$ cat src/rtl/capsense_csd_prs_precharge.sv
// CapSense CSD precharge clock source: prescaler tick feeding either a fixed
// divide-by-two square wave or a Galois PRS8/PRS16 sequence on prs_out.
module capsense_csd_prs_precharge #(
  parameter int          PrsMode = 1,
  parameter logic [7:0]  Poly8   = 8'hB8,
  parameter logic [15:0] Poly16  = 16'hB400,
  parameter logic [15:0] Seed    = 16'h0001
) (
  input  logic       clock,
  input  logic       reset,
  input  logic       enable,
  input  logic       start,
  input  logic [7:0] period,
  output logic       pulse,
  output logic       prs_out,
  output logic       seq_wrap
);

  // Illegal modes fall through to the fixed divider because neither flag is set.
  localparam bit          IsPrs8   = (PrsMode == 1);
  localparam bit          IsPrs16  = (PrsMode == 2);
  localparam bit          IsPrs    = IsPrs8 || IsPrs16;
  localparam logic [15:0] SeedEff  = IsPrs8 ? {8'h00, Seed[7:0]} : Seed;

  logic [7:0]  cnt;
  logic [15:0] lfsr;
  logic [15:0] lfsr_next;
  logic        start_d;
  logic        start_edge;
  logic        tick;
  logic        prs_next;
  logic        wrap_next;

  always_comb begin
    start_edge = enable & start & ~start_d;
    tick       = enable & ~start_edge & (cnt == 8'd0);
  end

  // Next LFSR value; an all-zero register reloads the seed to escape lock-up.
  always_comb begin
    lfsr_next = lfsr;
    if (IsPrs8) begin
      if (lfsr[7:0] == 8'd0)
        lfsr_next = SeedEff;
      else
        lfsr_next = {8'h00, {1'b0, lfsr[7:1]} ^ (lfsr[0] ? Poly8 : 8'h00)};
    end else if (IsPrs16) begin
      if (lfsr == 16'd0)
        lfsr_next = SeedEff;
      else
        lfsr_next = {1'b0, lfsr[15:1]} ^ (lfsr[0] ? Poly16 : 16'h0000);
    end
  end

  always_comb begin
    if (IsPrs8)
      prs_next = lfsr_next[7];
    else if (IsPrs16)
      prs_next = lfsr_next[15];
    else
      prs_next = ~prs_out;
    wrap_next = tick & IsPrs & (lfsr_next == SeedEff);
  end

  always_ff @(posedge clock or posedge reset) begin
    if (reset) begin
      cnt      <= 8'd0;
      lfsr     <= SeedEff;
      prs_out  <= 1'b0;
      pulse    <= 1'b0;
      seq_wrap <= 1'b0;
      start_d  <= 1'b0;
    end else begin
      pulse    <= tick;
      seq_wrap <= wrap_next;
      if (enable)
        start_d <= start;
      if (start_edge) begin
        cnt     <= period;
        lfsr    <= SeedEff;
        prs_out <= 1'b0;
      end else if (enable) begin
        cnt <= (cnt == 8'd0) ? period : cnt - 8'd1;
        if (tick) begin
          prs_out <= prs_next;
          if (IsPrs)
            lfsr <= lfsr_next;
        end
      end
    end
  end

endmodule

$ cat config.mk
export PLATFORM = sky130hd
export DESIGN_NAME = capsense_csd_prs_precharge
export DESIGN_NICKNAME = d
export VERILOG_FILES = /design/src/rtl/capsense_csd_prs_precharge.sv
export SDC_FILE = /design/constraint.sdc
export NUM_CORES = 1
export LEC_CHECK = 0
export CAP_MARGIN = 5
export CORE_ASPECT_RATIO = 0.7
export CORE_MARGIN = 2
export CORE_UTILIZATION = 45
export DETAILED_ROUTE_END_ITERATION = 6
export GPL_ROUTABILITY_DRIVEN = 0
export HOLD_SLACK_MARGIN = 0.12
export PLACE_DENSITY = 0.77
export SLEW_MARGIN = 25
export SYNTH_ARGS = -nofsm -noshare
export SYNTH_HDL_FRONTEND = slang
export SYNTH_SLANG_ARGS = --single-unit
$ cat constraint.sdc
create_clock -name clock -period 1.56 [get_ports clock]
set_input_delay 0.234 -clock clock [delete_from_list [all_inputs] [get_ports clock]]
set_output_delay 0.234 -clock clock [all_outputs]
set_load 0.1 [all_outputs]
=== Word-level counts from Yosys, hierarchy flattened ===
Cells that the tools add are included.

* Bits in registers: 20
* Memories: 0
* Bits of input ports: 12
* Logic and storage cells: 32
* Latch bits: 0
* Bits in read-only memories: 0
* Bits in writable memories: 0
* Output and inout port bits: 3

* $add $sub $neg: 1
* Divide/modulo/power cells: 0
* Bitwise operators: 8
* Multiplexer cells: 11
* $mul: 0
* Equality and inequality tests: 1
* Order comparisons: 0
* Shift-type cells: 0
* Reductions and logical operators: 5

{| class="wikitable"
|+ Operators with widths
! kind !! count
|-
| $mux W8 || 8
|-
| $eq A16 B1 Y1 const B || 1
|-
| $logic_not A8 Y1 || 2
|-
| $sub A8 B1 Y8 const B || 1
|-
| $xor A7 B8 Y8 || 1
|-
| $and A1 B1 Y1 || 5
|-
| $reduce_bool A2 Y1 || 2
|-
| $mux W1 || 3
|-
| $not A1 Y1 || 2
|-
| $reduce_and A2 Y1 || 1
|}

=== Logic depth before layout (Yosys ltp) ===
* Depth in word-level cells: 8
* Gate-level depth with buffers: 8
* Mapped depth without buffers: 6

=== Worst setup path after synthesis ===
OpenSTA, ideal clock, no wires.

* Path type: register to register
* Start point: reg cnt[0]
* End point: reg cnt[3]
* Cell stages (with the launch flop): 8
* Data arrival time: 1.594 ns
* Setup slack: -0.155 ns
* Clock period less this slack: 1.715 ns
* Setup time: 0.122 ns
* Data required time: 1.438 ns
* Buffers on the path: 1
* Cells stage by stage: dfrtp_1 inv_1 ha_1 nor3b_1 a22o_2 buf_6 mux2_2 a32o_1

* Longest elaborated chain between the ends: 4
* Elaborated cells on any way between the ends: 5
* Those cells by class: 1 x add/sub; 3 x mux; 1 x reduce/logical

{| class="wikitable"
|+ RTL lines
! item !! RTL line !! RTL
|-
| start, declared || 25 || <nowiki>logic [7:0] cnt;</nowiki>
|-
| start signal, assigned || 79 || <nowiki>cnt <= period;</nowiki>
|-
| start signal, assigned || 83 || <nowiki>cnt <= (cnt == 8'd0) ? period : cnt - 8'd1;</nowiki>
|-
| $sub A8 B1 Y8 / $logic_not A8 Y1 (equally long branches) || 83 ||
|-
| $mux W8 * || 83 ||
|-
| $mux W8 * || 82 || <nowiki>end else if (enable) begin</nowiki>
|-
| $mux W8 * || 78 || <nowiki>if (start_edge) begin</nowiki>
|}

Mark *: on every way between the ends. The rest lies on a longest branch, timed or not. The select of a mux whose other input is x is not followed.
A chain may end at the register's enable or synchronous reset.

=== Worst setup path after layout ===
* Start point: reg cnt[1]
* End point: reg cnt[6]

Same word-level chain as after synthesis.

==> impl_metrics.py <==
metrics = {
    "outcome": {
        "run_status": "finished with violations",
        "violations_in_the_final_reports": "negative setup slack",
    },
    "routing": {
        "drtAntennaViolNets": 0,
        "routed_wirelength_um": 2550,
        "first_pass_iters": 4,
        "post_drt_wl_per_cell_um": 15.4,
        "detail_route.iter0.violations": 39,
        "detail_route.vias_per_cell": 5.56,
        "via_count": 917,
        "drc": 0,
    },
    "clock_tree": {
        "cts_htree_levels": 1,
        "clk_transition_reported_paths_ns": 0.11,
        "clockBufferDepth": 2,
        "clock_sinks": 19,
        "clock_latency_on_the_worst_skew_pair_ns": 0.30,
        "tritoncts.num_buffers": 3,
        "cts_tree": "yes",
        "cts.hold.buffers_added": 0,
        "cts.root.buffer_cell": "sky130_fd_sc_hd__clkbuf_4",
    },
    "timing": {
        "fmaxAchievable_mhz": 574,
        "hold_viol_final": 0,
        "finalHoldWorstSlack_ns": 0.247,
        "timing.final.setup_violations": 15,
        "slew_violations": 0,
        "timing.final.ws_setup_ns": -0.182,
        "relSlewSlack_pct": 77.5,
        "timing_worst_slew_pin_value_ns": 0.334,
        "timing.clock.skew_ns": 0.00906,
        "grt_setup_unrepaired": "true",
        "final.period_utilization_pct": 112,
        "finalWorstPathRequiredPeriod_ns": 1.74,
    },
    "logic_synthesis": {
        "syn_area_um2": 1010,
        "synth_edf_count": 0,
        "synth.most_common_cell": "sky130_fd_sc_hd__dfrtp_1",
        "synth_nets": 112,
        "yosys.area.top_type_share_pct": 44.6,
        "yosysUniqueCellTypes": 36,
        "netlist_instances": 98,
        "post_synth.cell_area_avg_um2": 10.3,
        "largest_area_contributor_in_the_synthesized_netlist": "sky130_fd_sc_hd__dfrtp_1",
        "dominantRegCellSynth": "sky130_fd_sc_hd__dfrtp_1",
        "synth.yosys.seq_area_share_pct": 47.2,
        "ys_top_cells_by_count": "sky130_fd_sc_hd__dfrtp_1, sky130_fd_sc_hd__a22o_1, sky130_fd_sc_hd__nor2_1",
        "yosys_register_bits": 19,
        "postSynth.asyncResetShare_pct": 100,
        "ys.warnings.count": 0,
        "synth.top_cells.by_area": "sky130_fd_sc_hd__dfrtp_1, sky130_fd_sc_hd__a22o_1, sky130_fd_sc_hd__nor2b_1",
    },
    "pwr": {
        "power_leakage_nw": 0.652,
        "powerDensity_nw_per_um2": 1090,
        "vdd_drop_max_uv": 479,
    },
    "cells_and_area": {
        "design.final.nets": 148,
        "multiInputGateArea_um2": 559,
        "area_delta_synth_final_pct": 46.7,
        "layout-drive-gt1-share_pct": 34.6,
        "sequential_cell_area_um2": 477,
        "fillerInstances": 155,
        "stdcell_count": 165,
        "antenna-diode-count": 0,
    },
    "floorplan": {
        "die_height_um": 43.7,
        "floorplan.rows": 14,
        "die_w_um": 60.7,
        "io_pins": 15,
        "core_um2": 2140,
        "initial_utilization_pct": 47.3,
        "floorplan.die_area_um2": 2650,
    },
    "global_route": {
        "total_gr_overflow": 0,
        "initial_antenna_violation_count": 0,
        "grt_max_degree": 20,
        "gr-usage-all-layers_pct": 21.0,
        "number_of_global_route_vias_before_repair": 799,
        "wire_length_of_the_first_global_routing_pass_um": 3910,
    },
    "critical_path": {
        "critPathCaptureType": "flop",
        "r2r_cells": 8,
        "arrival_ns": 1.93,
        "critical_path.startpoint_type": "flop",
        "setup.worst_path.class": "reg -> reg",
        "critical_path.max_fanout": 6,
        "cp.required_ns": 1.75,
    },
    "placement": {
        "io_buffer_count": 14,
        "dp_hpwl_um": 1660,
        "dp.cells": 156,
    },
    "flow_run": {
        "max-cap-violations": 0,
    },
    "min_path": {
        "worst_hold_path_type": "in -> async",
    },
}
[power breakdown]
group	total, mW	internal, mW	switching [mW]
combinational	0.668	0.365	0.303
clock	0.256	0.0996	0.156
sequential	0.685	0.578	0.107
total	1.61	1.04	0.567
[cells in the final DEF (no fill, tap or decap), types with 2 or more instances in the layout]
master and instances:
sky130_fd_sc_hd__clkbuf_4 3, sky130_fd_sc_hd__a311o_1 2, sky130_fd_sc_hd__buf_4 18, sky130_fd_sc_hd__xor2_1 3, sky130_fd_sc_hd__nand2_1 4, sky130_fd_sc_hd__clkdlybuf4s50_1 11
sky130_fd_sc_hd__mux2i_1 3, sky130_fd_sc_hd__mux2_2 2, sky130_fd_sc_hd__nand4_1 2, sky130_fd_sc_hd__inv_1 3, sky130_fd_sc_hd__buf_6 5, sky130_fd_sc_hd__nor2b_1 5
sky130_fd_sc_hd__a22o_1 7, sky130_fd_sc_hd__buf_12 3, sky130_fd_sc_hd__inv_2 2, sky130_fd_sc_hd__nor4_1 2, sky130_fd_sc_hd__ha_4 2, sky130_fd_sc_hd__dfrtp_1 18
sky130_fd_sc_hd__a21oi_1 5, sky130_fd_sc_hd__nand3_1 3, sky130_fd_sc_hd__a22oi_1 2, sky130_fd_sc_hd__nor2_1 6
[sequential cells by signal, summed over array words and instances, names as in the netlist]
register and count:
start_d 1, seq_wrap 1, pulse 1, lfsr 7, cnt 8, prs_out 1
[critical path, cell delays in order, from the launching register on]
cell and delay (ns):
sky130_fd_sc_hd__dfrtp_1 0.41, sky130_fd_sc_hd__inv_2 0.09, sky130_fd_sc_hd__ha_4 0.13, sky130_fd_sc_hd__nor3b_4 0.23, sky130_fd_sc_hd__a22o_4 0.21, sky130_fd_sc_hd__buf_6 0.12, sky130_fd_sc_hd__buf_4 0.11, sky130_fd_sc_hd__a21oi_1 0.04
sky130_fd_sc_hd__a311o_1 0.27
[routing by layer]
metal / vias to the layer above / wire, um / GRT usage (%)
met5: - / 0 / 0
met4: 0 / 52 / 7.83
met3: 4 / 190 / 5.37
met2: 47 / 1130 / 29.0
met1: 433 / 1180 / 31.7
li1: 433 / - / -
[kinds of logic (layout without fill, tap and decap cells)]
| logic type | after synthesis | count (layout) | share of synthesized area, % |
|---|---|---|---|
| AOI/OAI and AO/OA | 24 | 24 | 17.7 |
| and+or+nand+nor | 34 | 34 | 19.1 |
| buffers and inverters | 11 | 46 | 5.82 |
| muxes | 5 | 5 | 5.20 |
| DFF | 19 | 19 | 47.2 |
| xor gates and xnor gates | 3 | 3 | 2.60 |
| adders and majority gates | 2 | 2 | 2.47 |
[layout make-up]
class	count	area share (%)
repair buffers	37	24.4
clock buffers	4	1.77
multi-input cells	68	37.7
inverters	5	1.27
flip-flops and latches	19	32.2
well taps	32	2.70
[metrics by stage]
stage	setup TNS (ns)	power (mW)	setup slack [ns]	cell area (um2)	util, %
finish	-0.942	1.61	-0.182	1480	69.4
global placement	-1.15	1.17	-0.166	1330	62.2
detailed placement	-2.10	1.20	-0.234	1330	62.2
floorplan	-0.234	0.930	-0.0952	1020	-
global route	-1.53	1.70	-0.209	1480	69.4
CTS	-0.410	1.53	-0.136	1420	66.6
[worst paths after layout]
path                            slack, ns      start  endpoint
max in group asynchronous            1.05      reset   lfsr[0]
worst min register to register       0.52    start_d   start_d
worst max-delay path                -0.18     cnt[1]    cnt[6]
worst max register to register      -0.18     cnt[1]    cnt[6]
min in group clock                   0.49  period[1]    cnt[1]
worst min-delay path                 0.25      reset    cnt[4]
[timing repair]
action / 4_1_cts / 5_1_grt
hold endpoints to repair: 0 / 0
endpoints found under the setup margin: 7 / 14
gates cloned: 0 / 0
resized for setup: 10 / 7
pin swaps: 5 / 5
buffers inserted: 2 / 3
(Power assumes the default switching activity.)
